<file path="config.mk">
export PLATFORM = sky130hd
export DESIGN_NAME = pl_stage_elastic
export DESIGN_NICKNAME = d
export VERILOG_FILES = /design/src/rtl/cpu_types_pkg.sv /design/src/rtl/pl_stage_elastic.sv
export SDC_FILE = /design/constraint.sdc
export NUM_CORES = 1
export LEC_CHECK = 0
export CORE_ASPECT_RATIO = 1.5
export CORE_MARGIN = 1
export CORE_UTILIZATION = 45
export DETAILED_ROUTE_END_ITERATION = 8
export MAX_ROUTING_LAYER = met4
export PLACE_DENSITY_LB_ADDON = 0.2
export RECOVER_POWER = 100
export SLEW_MARGIN = 10
export SYNTH_ARGS = -nofsm -noshare
export SYNTH_HDL_FRONTEND = slang
export SYNTH_SLANG_ARGS = --single-unit
</file>
<file path="constraint.sdc">
create_clock -name CLK -period 5.1 [get_ports CLK]
set_clock_uncertainty 0.2 [all_clocks]
set_input_delay 1.02 -clock CLK [delete_from_list [all_inputs] [get_ports CLK]]
set_output_delay 1.02 -clock CLK [all_outputs]
set_load 0.01 [all_outputs]
</file>
<file path="src/rtl/cpu_types_pkg.sv">
// Shared CPU datapath types.
//   word_t    : native datapath word
//   plstate_t : occupancy of an elastic pipeline-stage register
package cpu_types_pkg;

  localparam int unsigned WORD_W = 32;

  typedef logic [WORD_W-1:0] word_t;

  typedef enum logic [1:0] {
    PL_EMPTY,
    PL_ONE,
    PL_TWO
  } plstate_t;

endpackage

</file>
<file path="src/rtl/pl_stage_elastic.sv">
// Elastic pipeline-stage register with valid/ready handshake.
// Carries a DW-bit payload and a CW-bit control field. SKID=1 adds a second
// entry so in_ready comes straight from the state register; SKID=0 is a single
// entry with a combinational in_ready. Flush kills valid and control bits but
// leaves data untouched. bubble_cnt counts cycles with out_valid=0 while
// downstream is ready, saturating at all-ones.
//   CLK, nRST            : clock, asynchronous active-low reset
//   flush                : invalidate every held entry this edge
//   in_valid/in_ready    : upstream handshake, with in_ctrl/in_data
//   out_valid/out_ready  : downstream handshake, with out_ctrl/out_data
//   bubble_cnt           : saturating bubble counter
module pl_stage_elastic
  import cpu_types_pkg::*;
#(
  parameter int unsigned DW   = $bits(word_t),
  parameter int unsigned CW   = 2,
  parameter bit          SKID = 1'b1,
  parameter int unsigned CNTW = 16
) (
  input  logic            CLK,
  input  logic            nRST,
  input  logic            flush,
  input  logic            in_valid,
  output logic            in_ready,
  input  logic [CW-1:0]   in_ctrl,
  input  logic [DW-1:0]   in_data,
  output logic            out_valid,
  input  logic            out_ready,
  output logic [CW-1:0]   out_ctrl,
  output logic [DW-1:0]   out_data,
  output logic [CNTW-1:0] bubble_cnt
);

  typedef struct packed {
    logic          vld;
    logic [CW-1:0] ctrl;
    logic [DW-1:0] data;
  } entry_t;

  entry_t          head_q, head_d;
  entry_t          beat;
  logic            accept, consume;
  logic [CNTW-1:0] bubble_q, bubble_d;

  assign beat    = {1'b1, in_ctrl, in_data};
  assign accept  = in_valid && in_ready;
  assign consume = head_q.vld && out_ready;

  always_ff @(posedge CLK or negedge nRST) begin
    if (!nRST) begin
      head_q   <= '0;
      bubble_q <= '0;
    end else begin
      head_q   <= head_d;
      bubble_q <= bubble_d;
    end
  end

  if (SKID) begin : g_skid
    plstate_t state_q, state_d;
    entry_t   skid_q, skid_d;

    always_ff @(posedge CLK or negedge nRST) begin
      if (!nRST) begin
        state_q <= PL_EMPTY;
        skid_q  <= '0;
      end else begin
        state_q <= state_d;
        skid_q  <= skid_d;
      end
    end

    always_comb begin
      state_d = state_q;
      head_d  = head_q;
      skid_d  = skid_q;
      case (state_q)
        PL_EMPTY: begin
          if (accept) begin
            head_d  = beat;
            state_d = PL_ONE;
          end
        end
        PL_ONE: begin
          if (accept && !consume) begin
            skid_d  = beat;
            state_d = PL_TWO;
          end else if (consume && !accept) begin
            head_d.vld = 1'b0;
            state_d    = PL_EMPTY;
          end else if (consume && accept) begin
            head_d = beat;
          end
        end
        PL_TWO: begin
          if (consume) begin
            head_d     = skid_q;
            skid_d.vld = 1'b0;
            state_d    = PL_ONE;
          end
        end
        default: state_d = PL_EMPTY;
      endcase
      // Flush overrides whatever the handshake decided; data fields keep
      // their previous contents on purpose.
      if (flush) begin
        state_d     = PL_EMPTY;
        head_d.vld  = 1'b0;
        head_d.ctrl = '0;
        skid_d.vld  = 1'b0;
        skid_d.ctrl = '0;
      end
    end

    assign in_ready = (state_q != PL_TWO);
  end else begin : g_single
    always_comb begin
      head_d = head_q;
      if (accept) begin
        head_d = beat;
      end else if (consume) begin
        head_d.vld = 1'b0;
      end
      if (flush) begin
        head_d.vld  = 1'b0;
        head_d.ctrl = '0;
      end
    end

    assign in_ready = !head_q.vld || out_ready;
  end

  always_comb begin
    bubble_d = bubble_q;
    if (!head_q.vld && out_ready && !flush && (bubble_q != '1)) begin
      bubble_d = bubble_q + CNTW'(1);
    end
  end

  assign out_valid  = head_q.vld;
  assign out_ctrl   = head_q.vld ? head_q.ctrl : '0;
  assign out_data   = head_q.data;
  assign bubble_cnt = bubble_q;

endmodule
</file>
==> qor.csv, run 1 <==
metric,value,unit
GR peak layer,met2,
post-synthesis mux area share,9.26,%
Top delay family on crit path,simple AND/OR/NAND/NOR gates,
root buf cell,clkbuf_16,
period utilization,72.1,%
Synth Area per Inst,11.2,sq um
xor and xnor area share after synthesis,2.35,%
RD Place Congestion,0.836,
max cap viols,2,
flop-to-flop setup slack,1.92,ns
antenna violations before repair,0,
post-synthesis simple-gate area fraction,8.42,%
Register-to-Register Path Depth,5,
first-pass GRT wire length,17900,um
Clock transition at path regs,0.06,ns
max incr delay on CP,1.34,ns
Max Fclk,0.272,GHz
Hold Crit Class,reg2reg,
WL final,10900,um
status,"finished, violations left",
post-synthesis adder-cell area fraction,1.68,%
residual overflow from global routing,0,
CP Launch Type,primary input,
# setup viols final,0,
dpl ws,1.44,ns
Crit path depth,4,
power per cell area,562,nW/um^2
die width,83.4,um
Vias/cell,6.17,
met1 GRT Util,27.3,%
met2 usage,37.3,%
setup TNS,0,ns
"Data arrival, critical path",3.70,ns
post-route ant nets,0,
largest buffer count on any clock path,2,
Critical Path RT,5.12,ns
"Top FF cell, synth",dfrtp_1,
row cnt,44,
Starting DRT DRC Count,268,
CTS buffer count,9,
Slew @ Worst Pin,2.92,ns
register bit count reported by yosys,88,
gr usage total,22.8,%
crit-path cells,dlygate4sd3_1 > nor2b_1 > and3_1 > mux2_2,
CTS Sinks,88,
area fraction in compound gates after synthesis,20.1,%
Ys Warns,0,
"most common cell after layout, fill and taps aside",dfrtp_1,
Final Non-Filler Cells,559,
largest family of logic cells by synthesized area,compound AO/OA/AOI/OAI gates,
IO buf count,90,
cts hold-fix bufs,0,
sequential share of the synthesized area,49.3,%
crit-path max FO,36,
Worst setup EP type,register,
reg-to-reg endpoint,out_data[10]$_DFFE_PN0P_,
Die Ht,124,um
Core Region,9690,sq um
vias in the first global route,3536,
DRC,0,
DRT Pass-1 Iters,5,
Slew HR,-94.7,%
final hold viol count,0,
PostCTS Resize Cnt,0,
Mapped Cells,398,
clk_lat worst skew,0.34,ns
crit path kind,in2reg,
TritonCTS clock tree,built,
fin util,56.4,%
fin crit period,3.68,ns
most frequent cells in the layout,"dfrtp_1 (88), dlygate4sd3_1 (52), a21oi_1 (38)",
Synth cell types,48,
Post-CTS Setup Bufs,0,
net count after synthesis,443,
crit path max-delay cell type,and3_1,
number of synthesized flops with an enable pin,0,
ant diodes,0,
fin. max-slew vios,92,
worst reg2reg startpoint,g_skid.state_q[0]$_DFFE_PN0P_,
leak pwr,0.00219,uW
placed cell count,543,
Via Count,3448,
detailed placer's ending HPWL,6910,um
H-tree Lvls,3,
Peak VDD IR,277,uV
Buffers & Inverters on Critical Path,1,
Initial Util,46.1,%
Hold Path End,bubble_cnt[11]$_DFFE_PN0P_,
unrepaired setup endpoints after global routing,false,
failing checks,"max-capacitance violations, max-slew violations",
fraction of layout cells with a size suffix above 1,13.1,%
area delta synth->final,22.2,%
drt wl/cell,19.5,um
hold wc startpoint,bubble_cnt[11]$_DFFE_PN0P_,
mapped cell area,4470,sq um
post-route setup slack,1.42,ns
Hold Path Depth,1,
# nets final,484,
largest net degree at the start of global routing,55,
IO Pins,91,
die area,10300,sq um
fraction of registers with async set/reset,100,%
met3 usage,3.64,%
how the worst max path moves through the flow:
| stage | start | to |
|---|---|---|
| after floorplan | flush | bubble_cnt[14]$_DFFE_PN0P_ |
| after global placement | flush | bubble_cnt[14]$_DFFE_PN0P_ |
| after detailed placement | flush | bubble_cnt[14]$_DFFE_PN0P_ |
| after CTS | flush | bubble_cnt[14]$_DFFE_PN0P_ |
| after global routing | nRST | out_data[21]$_DFFE_PN0P_ |
| final | in_valid | g_skid.skid_q[8]$_DFFE_PN0P_ |
state kept, by name, summed over array words and instances (netlist names):
signal,flops
out_valid,1
g_skid.skid_q,35
out_data,32
head_q,2
g_skid.state_q,2
bubble_cnt,16
through the flow:
| stage | hold WS (ns) | total power [uW] | area, sq um |
|---|---|---|---|
| 2_1_floorplan | 0.282 | 2100 | 4470 |
| 3_3_place_gp | 0.282 | 2450 | 5190 |
| 3_5_place_dp | 0.296 | 2490 | 5190 |
| 4_1_cts | 0.307 | 3160 | 5480 |
| 5_1_grt | 0.309 | 3270 | 5460 |
| 6_report | 0.298 | 3070 | 5460 |
synthesized netlist by cell type (2+ instances only):
| cell type | n | area share [%] |
|---|---|---|
| a221oi_1 | 33 | 6.5 |
| dfrtp_1 | 88 | 49 |
| or2_2 | 2 | 0.28 |
| clkbuf_1 | 26 | 2.2 |
| and3_1 | 2 | 0.28 |
| nor2_1 | 8 | 0.67 |
| nand2_1 | 7 | 0.59 |
| and2_1 | 3 | 0.42 |
| mux2i_1 | 2 | 0.45 |
| inv_1 | 5 | 0.42 |
| a32oi_1 | 2 | 0.39 |
| ha_1 | 6 | 1.7 |
| xor2_1 | 11 | 2.2 |
| nor3_1 | 4 | 0.45 |
| nand3_1 | 5 | 0.56 |
| buf_4 | 32 | 5.4 |
| a311oi_1 | 35 | 6.9 |
| nor2b_1 | 3 | 0.42 |
| nand4_1 | 6 | 0.84 |
| o21ai_0 | 4 | 0.45 |
| a21oi_1 | 38 | 4.3 |
| a21boi_0 | 2 | 0.34 |
| mux2_2 | 35 | 8.8 |
| nand2b_1 | 4 | 0.56 |
| buf_2 | 6 | 0.67 |
| a211o_1 | 2 | 0.39 |
| buf_1 | 2 | 0.17 |
| nor4b_1 | 2 | 0.39 |
| nor4_1 | 4 | 0.56 |
power breakdown:
group          internal, uW  leakage, uW  total (uW)  switching (uW)
clock                   395     0.000141         656             262
combinational           613     0.000991        1210             596
sequential             1010      0.00106        1210             199
kinds of logic after synthesis:
family | after synthesis
flip-flops | 88
adder cells (fa/ha/maj) | 6
buffers and inverters | 72
AO/OA/AOI/OAI | 122
multiplexers | 37
AND/OR/NAND/NOR | 61
XOR/XNOR | 12
per-layer routing:
layer,vias to the layer above,share of wire (%)
met5,-,0
met3,26,4.4
li1,1583,-
met1,1726,41
met4,0,3.1
met2,113,51
layout make-up:
type / count / area (sq um)
Clock buffer: 14 / 254
Clock inverter: 2 / 38.8
Fill cell: 829 / 4230
Inverter: 6 / 22.5
Multi-Input combinational cell: 238 / 1860
Sequential cell: 88 / 2200
Tap cell: 115 / 144
Timing Repair Buffer: 96 / 940
Power figures use the tool's default switching activity.
==> run 2: changes to the inputs <==
==> constraint.sdc (replaced) <==
create_clock -name CLK -period 3.5 [get_ports CLK]
set_clock_uncertainty 0.2 [all_clocks]
set_input_delay 0.7 -clock CLK [delete_from_list [all_inputs] [get_ports CLK]]
set_output_delay 0.7 -clock CLK [all_outputs]
set_load 0.01 [all_outputs]
==> run 2 against run 1 <==
Sequential power is 45% higher. First-iteration DRC count is 38% higher. Utilization is 0.94 points higher. Sequential share of layout area is 0.66 points lower. The run still ends with max-capacitance violations, max-slew violations left. Global-route usage is 0.16 points lower. Power is 49% higher. Count of clock-buffer cells in the layout is 4 lower. Critical endpoint is now out_data[21]$_DFFE_PN0P_. Final cell count is 1.1% higher.
==> qor.csv, run 2 (same netlist as run 1, synthesis figures left out) <==
metric,value,unit,change
Worst setup EP type,register,,
PostCTS Resize Cnt,0,,unchanged
fin crit period,3.01,ns,
leak pwr,0.00224,uW,+2.3%
max incr delay on CP,0.96,ns,-0.38 ns
multi-input logic area,1860,sq um,unchanged
"Data arrival, critical path",2.97,ns,-0.73 ns
CP Launch Type,primary input,,
Core Region,9690,sq um,unchanged
TritonCTS clock tree,built,,
IO buf count,90,,unchanged
area delta synth->final,24.3,%,
root buf cell,clkbuf_16,,
reg-to-reg endpoint,out_data[21]$_DFFE_PN0P_,,
flip-flop count of the largest register after layout,35,,unchanged
"most common cell after layout, fill and taps aside",dfrtp_1,,
met2 usage,38.8,%,+1.5 points
post-route ant nets,0,,unchanged
vias in the first global route,3461,,-2.1%
fraction of layout cells with a size suffix above 1,14.9,%,+1.8 points
drt wl/cell,19.4,um,-0.55%
crit-path cells,dlygate4sd3_1 > or4bb_1 > a21bo_1 > a21oi_1,,
Fillers,843,,+1.7%
residual overflow from global routing,0,,unchanged
gr usage total,22.6,%,-0.16 points
status,"finished, violations left",,
GR peak layer,met2,,
Max Fclk,0.332,GHz,
crit-path max FO,32,,-11%
cts hold-fix bufs,0,,unchanged
Initial Util,46.1,%,unchanged
Buffers & Inverters on Critical Path,1,,unchanged
first-pass GRT wire length,17700,um,-1.4%
Starting DRT DRC Count,369,,+38%
CTS buffer count,9,,unchanged
DRT Pass-1 Iters,4,,-1
Register-to-Register Path Depth,5,,unchanged
CTS Sinks,88,,unchanged
# setup viols final,0,,unchanged
Clock transition at path regs,0.06,ns,about the same
Top reg by flops,g_skid.skid_q,,
failing checks,"max-capacitance violations, max-slew violations",,
met1 GRT Util,26.5,%,-0.80 points
Hold Crit Class,reg2reg,,
Crit path depth,4,,unchanged
IO Pins,91,,unchanged
Top delay family on crit path,compound AO/OA/AOI/OAI gates,,
H-tree Lvls,3,,unchanged
Slew @ Worst Pin,2.13,ns,-0.794 ns
unrepaired setup endpoints after global routing,false,,
Post-DP Area,5250,sq um,+1.1%
met3 usage,4.24,%,+0.60 points
Slew HR,-41.8,%,+53 points
# nets final,490,,+1.2%
final hold viol count,0,,unchanged
Peak VDD IR,415,uV,+50%
largest net degree at the start of global routing,40,,-27%
Finished Cell Area,5560,sq um,+1.7%
Via Count,3452,,+0.12%
register area,2200,sq um,unchanged
die width,83.4,um,unchanged
Vias/cell,6.11,,-0.95%
detailed placer's ending HPWL,7090,um,+2.5%
RD Place Congestion,0.860,,+2.8%
fin. max-slew vios,40,,-57%
period utilization,86.1,%,
crit path max-delay cell type,a21bo_1,,
worst reg2reg startpoint,g_skid.state_q[1]$_DFFE_PN0P_,,
CP endpoint,out_data[21]$_DFFE_PN0P_,,
WL final,11000,um,+0.51%
Die Ht,124,um,unchanged
dpl ws,0.380,ns,-1.06 ns
crit path kind,in2reg,,
die area,10300,sq um,unchanged
clk_lat worst skew,0.34,ns,about the same
flop-to-flop setup slack,0.63,ns,-1.29 ns
ant diodes,0,,unchanged
DRC,0,,unchanged
post-route setup slack,0.486,ns,-0.938 ns
power per cell area,825,nW/um^2,+47%
setup TNS,0,ns,unchanged
Post-CTS Setup Bufs,0,,unchanged
most frequent cells in the layout,"dfrtp_1 (88), dlygate4sd3_1 (52), a21oi_1 (38)",,
largest buffer count on any clock path,2,,unchanged
Worst Setup SP,out_ready,,
antenna violations before repair,0,,unchanged
Critical Path RT,3.46,ns,-1.66 ns
row cnt,44,,unchanged
max cap viols,1,,-1
[run 2: area by class of cell]
class | count | share of cell area (%)
Sequential cell | 88 | 39.6
Multi-Input combinational cell | 238 | 33.5
Timing Repair Buffer | 102 | 17.9
Clock buffer | 10 | 4.30
Tap cell | 115 | 2.59
Clock inverter | 6 | 1.64
Inverter | 6 | 0.405
[run 2: per-stage QoR]
stage          power [uW]  utilization [%]  instances  hold WS [ns]
3_5_place_dp         3650             54.2        549         0.293
5_1_grt              4870             57.3        565         0.320
6_report             4580             57.3        565         0.303
4_1_cts              4720             57.6        565         0.139
2_1_floorplan        3060                -        398         0.204
3_3_place_gp         3590             54.2        549         0.284
[run 2: power breakdown]
| group | total (uW) | internal, uW | switching, uW |
|---|---|---|---|
| Sequential | 1750 | 1470 | 281 |
| Clock | 1050 | 649 | 403 |
| Combinational | 1780 | 904 | 878 |
[run 2: worst register-to-register path: cells and delay by family (launching register included)]
| family | cells | cell delay, ns |
|---|---|---|
| simple gates | 1 | 0.56 |
| fa+ha+maj | 1 | 0.30 |
| buf+inv | 1 | 0.10 |
| flops | 1 | 0.39 |
| compound gates | 2 | 1.14 |
[run 2: routing by layer]
layer,share of wire [%],up-vias
met5,0,-
met4,1.7,0
met3,5.9,10
met2,52,133
met1,40,1716
li1,-,1593
[run 2: how the worst min path moves through the flow]
stage | from | endpoint | slack [ns] | cells after the start
after global placement | bubble_cnt[6]$_DFFE_PN0P_ | bubble_cnt[6]$_DFFE_PN0P_ | 0.28 | 1
after detailed placement | bubble_cnt[6]$_DFFE_PN0P_ | bubble_cnt[6]$_DFFE_PN0P_ | 0.29 | 1
final | bubble_cnt[6]$_DFFE_PN0P_ | bubble_cnt[6]$_DFFE_PN0P_ | 0.30 | 1
after global routing | g_skid.skid_q[23]$_DFFE_PN0P_ | g_skid.skid_q[23]$_DFFE_PN0P_ | 0.32 | 1
after CTS | nRST | bubble_cnt[5]$_DFFE_PN0P_ | 0.14 | 1
after floorplan | nRST | bubble_cnt[0]$_DFFE_PN0P_ | 0.20 | 0
==> run 3: changes to the inputs <==
--- a/config.mk
+++ b/config.mk
@@ -12,7 +12,7 @@
 export MAX_ROUTING_LAYER = met4
 export PLACE_DENSITY_LB_ADDON = 0.2
 export RECOVER_POWER = 100
-export SLEW_MARGIN = 10
+export SLEW_MARGIN = 20
 export SYNTH_ARGS = -nofsm -noshare
 export SYNTH_HDL_FRONTEND = slang
 export SYNTH_SLANG_ARGS = --single-unit
==> results of run 3 <==
Final layout, timing and power as in run 2 (identical DEF).
